**config.mk**
```make
export PLATFORM = sky130hd
export DESIGN_NAME = mem_stage_hs
export DESIGN_NICKNAME = d
export VERILOG_FILES = /design/src/rtl/mem_stage_hs_pkg.sv /design/src/rtl/mem_stage_hs_lane_align.sv /design/src/rtl/mem_stage_hs.sv
export SDC_FILE = /design/constraint.sdc
export NUM_CORES = 1
export LEC_CHECK = 0
export ABC_AREA = 1
export BUFFER_PORTS_ARGS = -buffer_cell sky130_fd_sc_hd__buf_4
export CAP_MARGIN = 20
export CORE_ASPECT_RATIO = 1.4
export CORE_MARGIN = 5
export CORE_UTILIZATION = 30
export DETAILED_ROUTE_END_ITERATION = 8
export GPL_TIMING_DRIVEN = 0
export PLACE_DENSITY_LB_ADDON = 0.12
export SLEW_MARGIN = 30
export SYNTH_ARGS = -nofsm -noshare
export SYNTH_HDL_FRONTEND = slang
export SYNTH_HIERARCHICAL = 1
export SYNTH_SLANG_ARGS = --single-unit
```
**constraint.sdc**
```tcl
create_clock -name clk -period 2.59 [get_ports clk]
set_input_delay 0.259 -clock clk [delete_from_list [all_inputs] [get_ports clk]]
set_output_delay 0.259 -clock clk [all_outputs]
set_load 0.03 [all_outputs]
```
**src/rtl/mem_stage_hs_pkg.sv**
```systemverilog
// Shared constants and types for the RV32I memory stage: opcodes, access sizes,
// handshake FSM states and the reset instruction.
package mem_stage_hs_pkg;

  localparam logic [6:0] LCC  = 7'b0000011;
  localparam logic [6:0] SCC  = 7'b0100011;
  localparam logic [6:0] JAL  = 7'b1101111;
  localparam logic [6:0] JALR = 7'b1100111;

  localparam logic [31:0] NOP = 32'h0000_0013;

  typedef enum logic [1:0] {
    BYTE     = 2'b00,
    HALFWORD = 2'b01,
    WORD     = 2'b10
  } size_e;

  typedef enum logic {
    IDLE = 1'b0,
    WAIT = 1'b1
  } state_e;

  // funct3[1:0] selects the access size; the unused encoding behaves as a word.
  function automatic size_e decode_size(input logic [2:0] funct3);
    case (funct3[1:0])
      2'b00:   decode_size = BYTE;
      2'b01:   decode_size = HALFWORD;
      default: decode_size = WORD;
    endcase
  endfunction

endpackage

```
**src/rtl/mem_stage_hs_lane_align.sv**
```systemverilog
// Byte-lane steering: store byte enables and data replication, load lane
// extraction with sign or zero extension.
module mem_lane_align
  import mem_stage_hs_pkg::*;
(
  input  size_e       size,
  input  logic        is_unsigned,
  input  logic [1:0]  offset,
  input  logic [31:0] store_data,
  input  logic [31:0] rdata,
  output logic [3:0]  be,
  output logic [31:0] wdata,
  output logic [31:0] load_data
);

  logic [7:0]  lane_byte;
  logic [15:0] lane_half;

  always_comb begin
    be    = 4'hF;
    wdata = store_data;
    case (size)
      BYTE: begin
        be    = 4'b0001 << offset;
        wdata = {4{store_data[7:0]}};
      end
      HALFWORD: begin
        be    = 4'b0011 << {offset[1], 1'b0};
        wdata = {2{store_data[15:0]}};
      end
      default: begin
        be    = 4'hF;
        wdata = store_data;
      end
    endcase
  end

  always_comb begin
    lane_byte = rdata[{offset, 3'b000} +: 8];
    lane_half = rdata[{offset[1], 4'b0000} +: 16];
    case (size)
      BYTE:     load_data = {{24{lane_byte[7] & ~is_unsigned}}, lane_byte};
      HALFWORD: load_data = {{16{lane_half[15] & ~is_unsigned}}, lane_half};
      default:  load_data = rdata;
    endcase
  end

endmodule

```
**src/rtl/mem_stage_hs.sv**
```systemverilog
// RV32I memory stage: X/M pipeline register, variable-latency req/ack data
// memory handshake with bounded wait, store lane generation and load extension.
module mem_stage_hs
  import mem_stage_hs_pkg::*;
#(
  parameter int          ADDR_W   = 32,
  parameter int          MAX_WAIT = 16,
  parameter logic [31:0] NOP_INST = NOP
) (
  input  logic              clk,
  input  logic              reset,
  input  logic              valid_x,
  input  logic [31:0]       PC_x,
  input  logic [31:0]       alu_x,
  input  logic [31:0]       rs2_x,
  input  logic [31:0]       inst_x,
  input  logic              wm_bypass,
  input  logic [31:0]       wb_w_bypass,
  output logic              stall_m,
  output logic              valid_m,
  output logic [31:0]       inst_m,
  output logic [31:0]       alu_m,
  output logic [31:0]       wb_m,
  output logic              misaligned_m,
  output logic              fault_m,
  output logic              dmem_req,
  output logic              dmem_we,
  output logic [ADDR_W-1:0] dmem_addr,
  output logic [31:0]       dmem_wdata,
  output logic [3:0]        dmem_be,
  input  logic              dmem_ack,
  input  logic [31:0]       dmem_rdata
);

  localparam int CNT_W = (MAX_WAIT > 2) ? $clog2(MAX_WAIT) : 1;
  localparam logic [CNT_W-1:0] CNT_LAST = CNT_W'(MAX_WAIT - 1);

  logic        valid_reg;
  logic [31:0] inst_reg, alu_reg, rs2_reg, pc_reg;
  state_e      state_reg, state_next;
  logic [CNT_W-1:0] cnt_reg, cnt_next;

  // X/M boundary: holds while the memory access is outstanding.
  always_ff @(posedge clk) begin
    if (reset) begin
      valid_reg <= 1'b0;
      inst_reg  <= NOP_INST;
      alu_reg   <= '0;
      rs2_reg   <= '0;
      pc_reg    <= '0;
    end else if (!stall_m) begin
      valid_reg <= valid_x;
      inst_reg  <= inst_x;
      alu_reg   <= alu_x;
      rs2_reg   <= rs2_x;
      pc_reg    <= PC_x;
    end
  end

  logic [6:0] opcode;
  logic [2:0] funct3;
  size_e      size;
  logic       is_load, is_store, is_jump, mem_op;

  assign opcode   = inst_reg[6:0];
  assign funct3   = inst_reg[14:12];
  assign size     = decode_size(funct3);
  assign is_load  = valid_reg && (opcode == LCC);
  assign is_store = valid_reg && (opcode == SCC);
  assign is_jump  = (opcode == JAL) || (opcode == JALR);

  assign misaligned_m = (is_load || is_store) &&
                        (((size == HALFWORD) && alu_reg[0]) ||
                         ((size == WORD) && (alu_reg[1:0] != 2'b00)));
  assign mem_op = (is_load || is_store) && !misaligned_m;

  logic complete, timeout, req;

  always_ff @(posedge clk) begin
    if (reset) begin
      state_reg <= IDLE;
      cnt_reg   <= '0;
    end else begin
      state_reg <= state_next;
      cnt_reg   <= cnt_next;
    end
  end

  always_comb begin
    state_next = state_reg;
    cnt_next   = cnt_reg;
    req        = 1'b0;
    complete   = 1'b0;
    timeout    = 1'b0;
    case (state_reg)
      IDLE: begin
        req = mem_op;
        if (mem_op) begin
          if (dmem_ack) begin
            complete = 1'b1;
          end else begin
            state_next = WAIT;
            cnt_next   = CNT_W'(1);
          end
        end
      end
      WAIT: begin
        req = 1'b1;
        if (dmem_ack) begin
          complete   = 1'b1;
          state_next = IDLE;
          cnt_next   = '0;
        end else if (cnt_reg == CNT_LAST) begin
          // Give up: retire the access with a fault and withdraw the request.
          timeout    = 1'b1;
          complete   = 1'b1;
          req        = 1'b0;
          state_next = IDLE;
          cnt_next   = '0;
        end else begin
          cnt_next = cnt_reg + CNT_W'(1);
        end
      end
      default: begin
        state_next = IDLE;
        cnt_next   = '0;
      end
    endcase
  end

  logic [31:0] store_data, load_data;
  assign store_data = wm_bypass ? wb_w_bypass : rs2_reg;

  mem_lane_align u_lane (
    .size        (size),
    .is_unsigned (funct3[2]),
    .offset      (alu_reg[1:0]),
    .store_data  (store_data),
    .rdata       (dmem_rdata),
    .be          (dmem_be),
    .wdata       (dmem_wdata),
    .load_data   (load_data)
  );

  always_comb begin
    wb_m = alu_reg;
    if (!valid_reg)   wb_m = '0;
    else if (is_load) wb_m = (misaligned_m || timeout) ? 32'h0 : load_data;
    else if (is_jump) wb_m = pc_reg + 32'd4;
  end

  assign stall_m   = mem_op && !complete;
  assign fault_m   = timeout;
  assign dmem_req  = req;
  assign dmem_we   = is_store;
  assign dmem_addr = {alu_reg[ADDR_W-1:2], 2'b00};
  assign valid_m   = valid_reg;
  assign inst_m    = inst_reg;
  assign alu_m     = alu_reg;

endmodule

```
Yosys cells after proc, flatten, opt, wreduce, memory -nomap -nowiden
Index checks and enable logic that the tools add are counted.
{"block": "totals", "regBits": 134, "inputBits": 197, "out_inout_bits": 170, "wordCells": 72}
{"block": "classes", "addsub": 2, "n_eq_ne": 10, "n_shift": 4, "n_mux": 28, "bitwise": 4, "reduce_logical": 17}
{"operator": "$mux 32", "n": 5}
{"operator": "$pmux 32 s2", "n": 2}
{"operator": "$add 32x3->32 const B", "n": 1}
{"operator": "$shiftx 32x6->16", "n": 1}
{"operator": "$shiftx 32x6->8", "n": 1}
{"operator": "$mux 4", "n": 4}
{"operator": "$pmux 4 s2", "n": 2}
{"operator": "$eq 7x7->1 const B", "n": 2}
{"operator": "$mux 1", "n": 11}
{"operator": "$eq 7x2->1 const B", "n": 1}
{"operator": "$eq 7x6->1 const B", "n": 1}
{"operator": "$logic_and 1x1->1", "n": 7}
{"operator": "$pmux 1 s2", "n": 3}
{"operator": "$add 4x1->4 const B", "n": 1}
{"operator": "$eq 2x1->1 const B", "n": 2}
{"operator": "$eq 4x4->1 const B", "n": 1}
{"operator": "$logic_not 2->1", "n": 2}
{"operator": "$logic_or 1x1->1", "n": 4}
{"operator": "$ne 2x2->1 const B", "n": 2}
{"operator": "$pmux 2 s2", "n": 1}
{"operator": "$shl 1x2->4 const A", "n": 1}
{"operator": "$shl 2x2->4 const A", "n": 1}
{"operator": "$and 1x1->1", "n": 2}
{"operator": "$eq 2x2->1 const B", "n": 1}
{"operator": "other kinds (4)", "n": 6}

Longest topological paths before layout
{"block": "depth", "depth_word": 12, "depth_mapped": 14, "ltp_nobuf": 13}

Modules after synthesis
Netlist, hierarchy kept.
{"module": "mem_stage_hs", "n_inst": 1, "cells_each": 1377, "area_each_um2": 8082.8, "seq_area_each_um2": 2682.6}
{"module": "mem_lane_align", "n_inst": 1, "cells_each": 231, "area_each_um2": 1151.1, "seq_area_each_um2": 0.0}

Worst setup path after synthesis
OpenSTA, ideal clock, no wires.
{"block": "synth_path", "path_kind": "flip-flop to output port", "from": "reg inst_reg[12], in the netlist inst_m[12]", "to": "out wb_m[18]", "arrival_time_ns": 2.055, "t_required_ns": 2.331, "slack_ns": 0.276, "path_stages_with_launch": 12, "n_path_buf": 1, "cell_sequence": "dfxtp_1 > inv_1 > nor2_1 > nand2_4 > inv_6 > nand3_4 > buf_6 > nand3_1 > inv_1 > o21ai_0 > inv_1 > nor2_1"}
{"block": "synth_between", "word_cells_on_any_way": 15, "classes_between": "eq/ne: 3; mux: 5; reduce/logical: 7"}
{"element": "start, declared", "line": "mem_stage_hs.sv:39", "rtl": "logic [31:0] inst_reg, alu_reg, rs2_reg, pc_reg;"}
{"element": "start signal, assigned", "line": "mem_stage_hs.sv:53", "rtl": "inst_reg <= inst_x;"}
{"element": "$eq 2x1->1 or $logic_not 2->1 (tied branches)", "line": "mem_stage_hs_pkg.sv:25", "rtl": "case (funct3[1:0])"}
{"element": "$pmux 2 s2 (*)", "line": "mem_stage_hs_pkg.sv:25"}
{"element": "via size[0]", "line": "mem_stage_hs.sv:62", "rtl": "size_e size;"}
{"element": "$eq 2x1->1 or $logic_not 2->1 (tied branches)", "line": "mem_stage_hs_lane_align.sv:41", "rtl": "case (size)"}
{"element": "$pmux 32 s2 (*)", "line": "mem_stage_hs_lane_align.sv:41"}
{"element": "via load_data[18]", "line": "mem_stage_hs.sv:131", "rtl": "logic [31:0] store_data, load_data;"}
{"element": "$mux 32 (*) (2 in a row)", "line": "mem_stage_hs.sv:148", "rtl": "else if (is_load) wb_m = (misaligned_m || timeout) ? 32'h0 : load_data;"}
{"element": "$mux 32 (*)", "line": "mem_stage_hs.sv:147", "rtl": "if (!valid_reg) wb_m = '0;"}
{"element": "end, declared", "line": "mem_stage_hs.sv:23", "rtl": "output logic [31:0] wb_m,"}
The timed path passes the listed nets; every way through them passes the cells marked *.

Worst setup path in the final report
{"block": "layout_path", "from": "reg inst_reg[12], in the netlist inst_m[12]", "to": "out wb_m[23]"}
Same word-level chain as after synthesis.

==> reports/metrics.cfg <==
[outcome]
status = finished clean

[synthesis]
ys.flop_type = dfxtp_1
synth_edf_count = 0
synth-seq-cells = 134
synth.distinct_cells = 34
netlist_area_um2 = 9234
yosys_warnings = 6
synth_commonest_cells = 563 x nand2_1, 324 x nor2_1, 204 x inv_1, 134 x dfxtp_1, 110 x nand3_1
async_flop_share_pct = 0
syn_avg_cell_area_um2 = 5.742
synth_top_area_share_pct = 29.05
ys_top_cells_by_area = dfxtp_1 29%, nand2_1 23%, nor2_1 13%, inv_1 8.3%, nand3_1 6.0%
synth_top_cell_by_area = dfxtp_1
yosys.cell_count.top_type = nand2_1
syn_inst = 1608
ys_seq_area_share_pct = 29.05

[cells_and_area]
syn_to_final_growth_pct = 46.56
drive_gt1_share_pct = 30.12
seqCellArea_um2 = 2709
finalNetCount = 2211
fillers = 3429
antenna_cells = 0
multi_input_area_um2 = 5210

[timing]
finalHoldViolations = 0
finalCriticalPeriod_ps = 2498
max_freq_ghz = 0.4004
rsz0062_at_grt = yes
tightestPinTransition_ps = 713.2
skew_ps = 10.20
layout_setup_ws_ps = 92.46
report.final.slew_viol_count = 0
holdWs_ps = 25.09
relSlewSlack_pct = 52.46
period_share_pct = 96.43
setup_viol = 0

[global_route]
grt_max_degree = 17
grt_pass1_vias = 10463
antenna_found_initial = 2
grt-ovfl-total = 0
track_usage_pct = 22.36
grt_pass1_wl_um = 58380

[floorplan]
die_w_um = 158.3
initial_core_util_pct = 30.16
num_rows = 76
coreArea_um2 = 30620
io_pins = 367
dieArea_um2 = 34440
die_h_um = 217.6

[placement]
hpwl_um = 32500
place.gp.congestion = 0.9049
pre_cts_slack_ps = -81.44
portBuffers = 363

[routing]
dr.pass1.iters = 5
ant_nets = 0
detail_route.wirelength_um = 39290
via_per_inst = 4.453
drt_iter0_drc = 509
drcViolationCount = 0
via_count = 10754
routedWlPerCell_um = 16.27

[clocking]
cts_max_path_buffers = 2
clk_pin_slew_worst_paths_ps = 60
numCtsBuffers = 17
cts_tree = yes
clk_root_buffer_cell = clkbuf_16
clk_latency_ps = 440
cts_max_level = 4
clkSinkCount = 134

[setup_path]
critPathKind = reg2out
path_common_cell = nor2_4
start_kind = register
critPathSlowestCell = dfxtp_4
cp_data_required_time_ps = 2330
endpoint_kind = output port
path_buf_inv = 4
cpLargestDelayFamily = simple AND/OR/NAND/NOR gates
crit_fanout = 10
critPathMaxStageDelay_ps = 370
critPathArrivalTime_ps = 2240
path_cells = inv_4 > nor2_4 > buf_4 > nor2_4 > nand3_4 > buf_6 > nand3_1 > nand3_1 > nand2_1 > nand2_1 > nor2_4 > buf_6

[power]
leakage_nw = 7.781
ir_drop_v = 0.0004185
power_density_nw_per_um2 = 475.9

[min_path]
hp-class = in2reg

[job]
maxCapViolations = 0

[worst paths after layout]
path	slack, ps	end	start	cells past startpoint
setup / recovery	90	wb_m[23]	inst_m[12]	12
hold / removal	30	inst_m[6]	inst_x[6]	3
setup reg to reg	670	rs2_reg[0]	inst_m[0]	9
hold reg to reg	480	inst_m[16]	inst_m[16]	2
[logic make-up (layout without fill, tap and decap cells)]
group,count (synthesis),in the layout,synth area share (%)
AO/OA/AOI/OAI,85,85,4.986
XOR/XNOR,4,4,0.3794
adder cells (fa/ha/maj),2,2,0.2710
buffers and inverters,329,745,16.80
flip-flops,134,134,29.05
multiplexers,32,32,3.902
other,1,2,0.04061
AND/OR/NAND/NOR,1021,1021,44.57
[worst register-to-register path, cell delays in order (launching register included)]
cell and delay [ps]:
dfxtp_1 340, nand2_1 80, nor2_1 240, nand2_1 160, nand2_4 140, nand4_4 180
buf_4 270, buf_2 220, nor2_1 110, nor2_1 60
[where the power goes]
part	leakage [nW]	internal, mW	switching [mW]
Combinational	6.37	0.701	0.916
Clock	0.290	1.53	0.995
Sequential	1.12	2.18	0.125
Total	7.78	4.40	2.04
[through the flow]
step	cell area, µm²	utilization [%]	total power [mW]	cells	TNS (ps)
after floorplan	9238	-	3.218	1609	0
after global placement	12450	40.66	3.921	2362	-27.36
after detailed placement	12450	40.66	3.929	2362	-96.10
after CTS	13330	43.54	6.511	2408	0
after global routing	13530	44.20	6.753	2415	-52.85
final	13530	44.20	6.440	2415	0
[layout make-up]
class	instances	area share (%)
multi-input cells	1146	38.50
repair buffers	384	21.56
flip-flops and latches	134	20.02
inverters	212	6.148
plain buffers	117	5.714
clock buffers	23	3.606
well taps	390	3.606
clock inverters	9	0.8506
[timing repair]
| action | 4_1_cts | 5_1_grt |
|---|---|---|
| endpoints found under the hold margin | 9 | 0 |
| setup buffers | 8 | 6 |
| gates resized for setup | 52 | 63 |
| pin swaps | 8 | 16 |
| cloned | 0 | 1 |
| hold buffers | 6 | 0 |
| setup endpoints to repair | 35 | 33 |
[per-layer routing]
metal  share of wire (%)  wire length (µm)  vias up  GRT usage (%)
met1                  38             14820     4751          23.87
met2                  52             20330      310          40.83
met5               0.069                27        -              0
met3                 6.2              2455       74          5.460
li1                    -                 -     5615              -
met4                 4.2              1656        4          10.16
[cell usage in the layout, fill, tap and decap left out, drive strengths merged]
cell type | synthesis | layout
nand4 | 3 | 3
or2 | 2 | 2
o21a | 1 | 1
ha | 2 | 2
nor2 | 325 | 325
nand3 | 116 | 116
clkbuf | 30 | 52
dlygate4sd3 | 0 | 6
o211ai | 7 | 7
inv | 211 | 213
nand2 | 573 | 573
buf | 87 | 466
mux2 | 32 | 32
o21ai | 25 | 25
o21bai | 6 | 6
bufinv | 0 | 2
xor2 | 4 | 4
a21oi | 46 | 46
clkinvlp | 0 | 2
conb | 1 | 2
dfxtp | 134 | 134
nand3b | 2 | 2
clkinv | 1 | 4
Note: power is estimated with default switching activity, not from simulation.
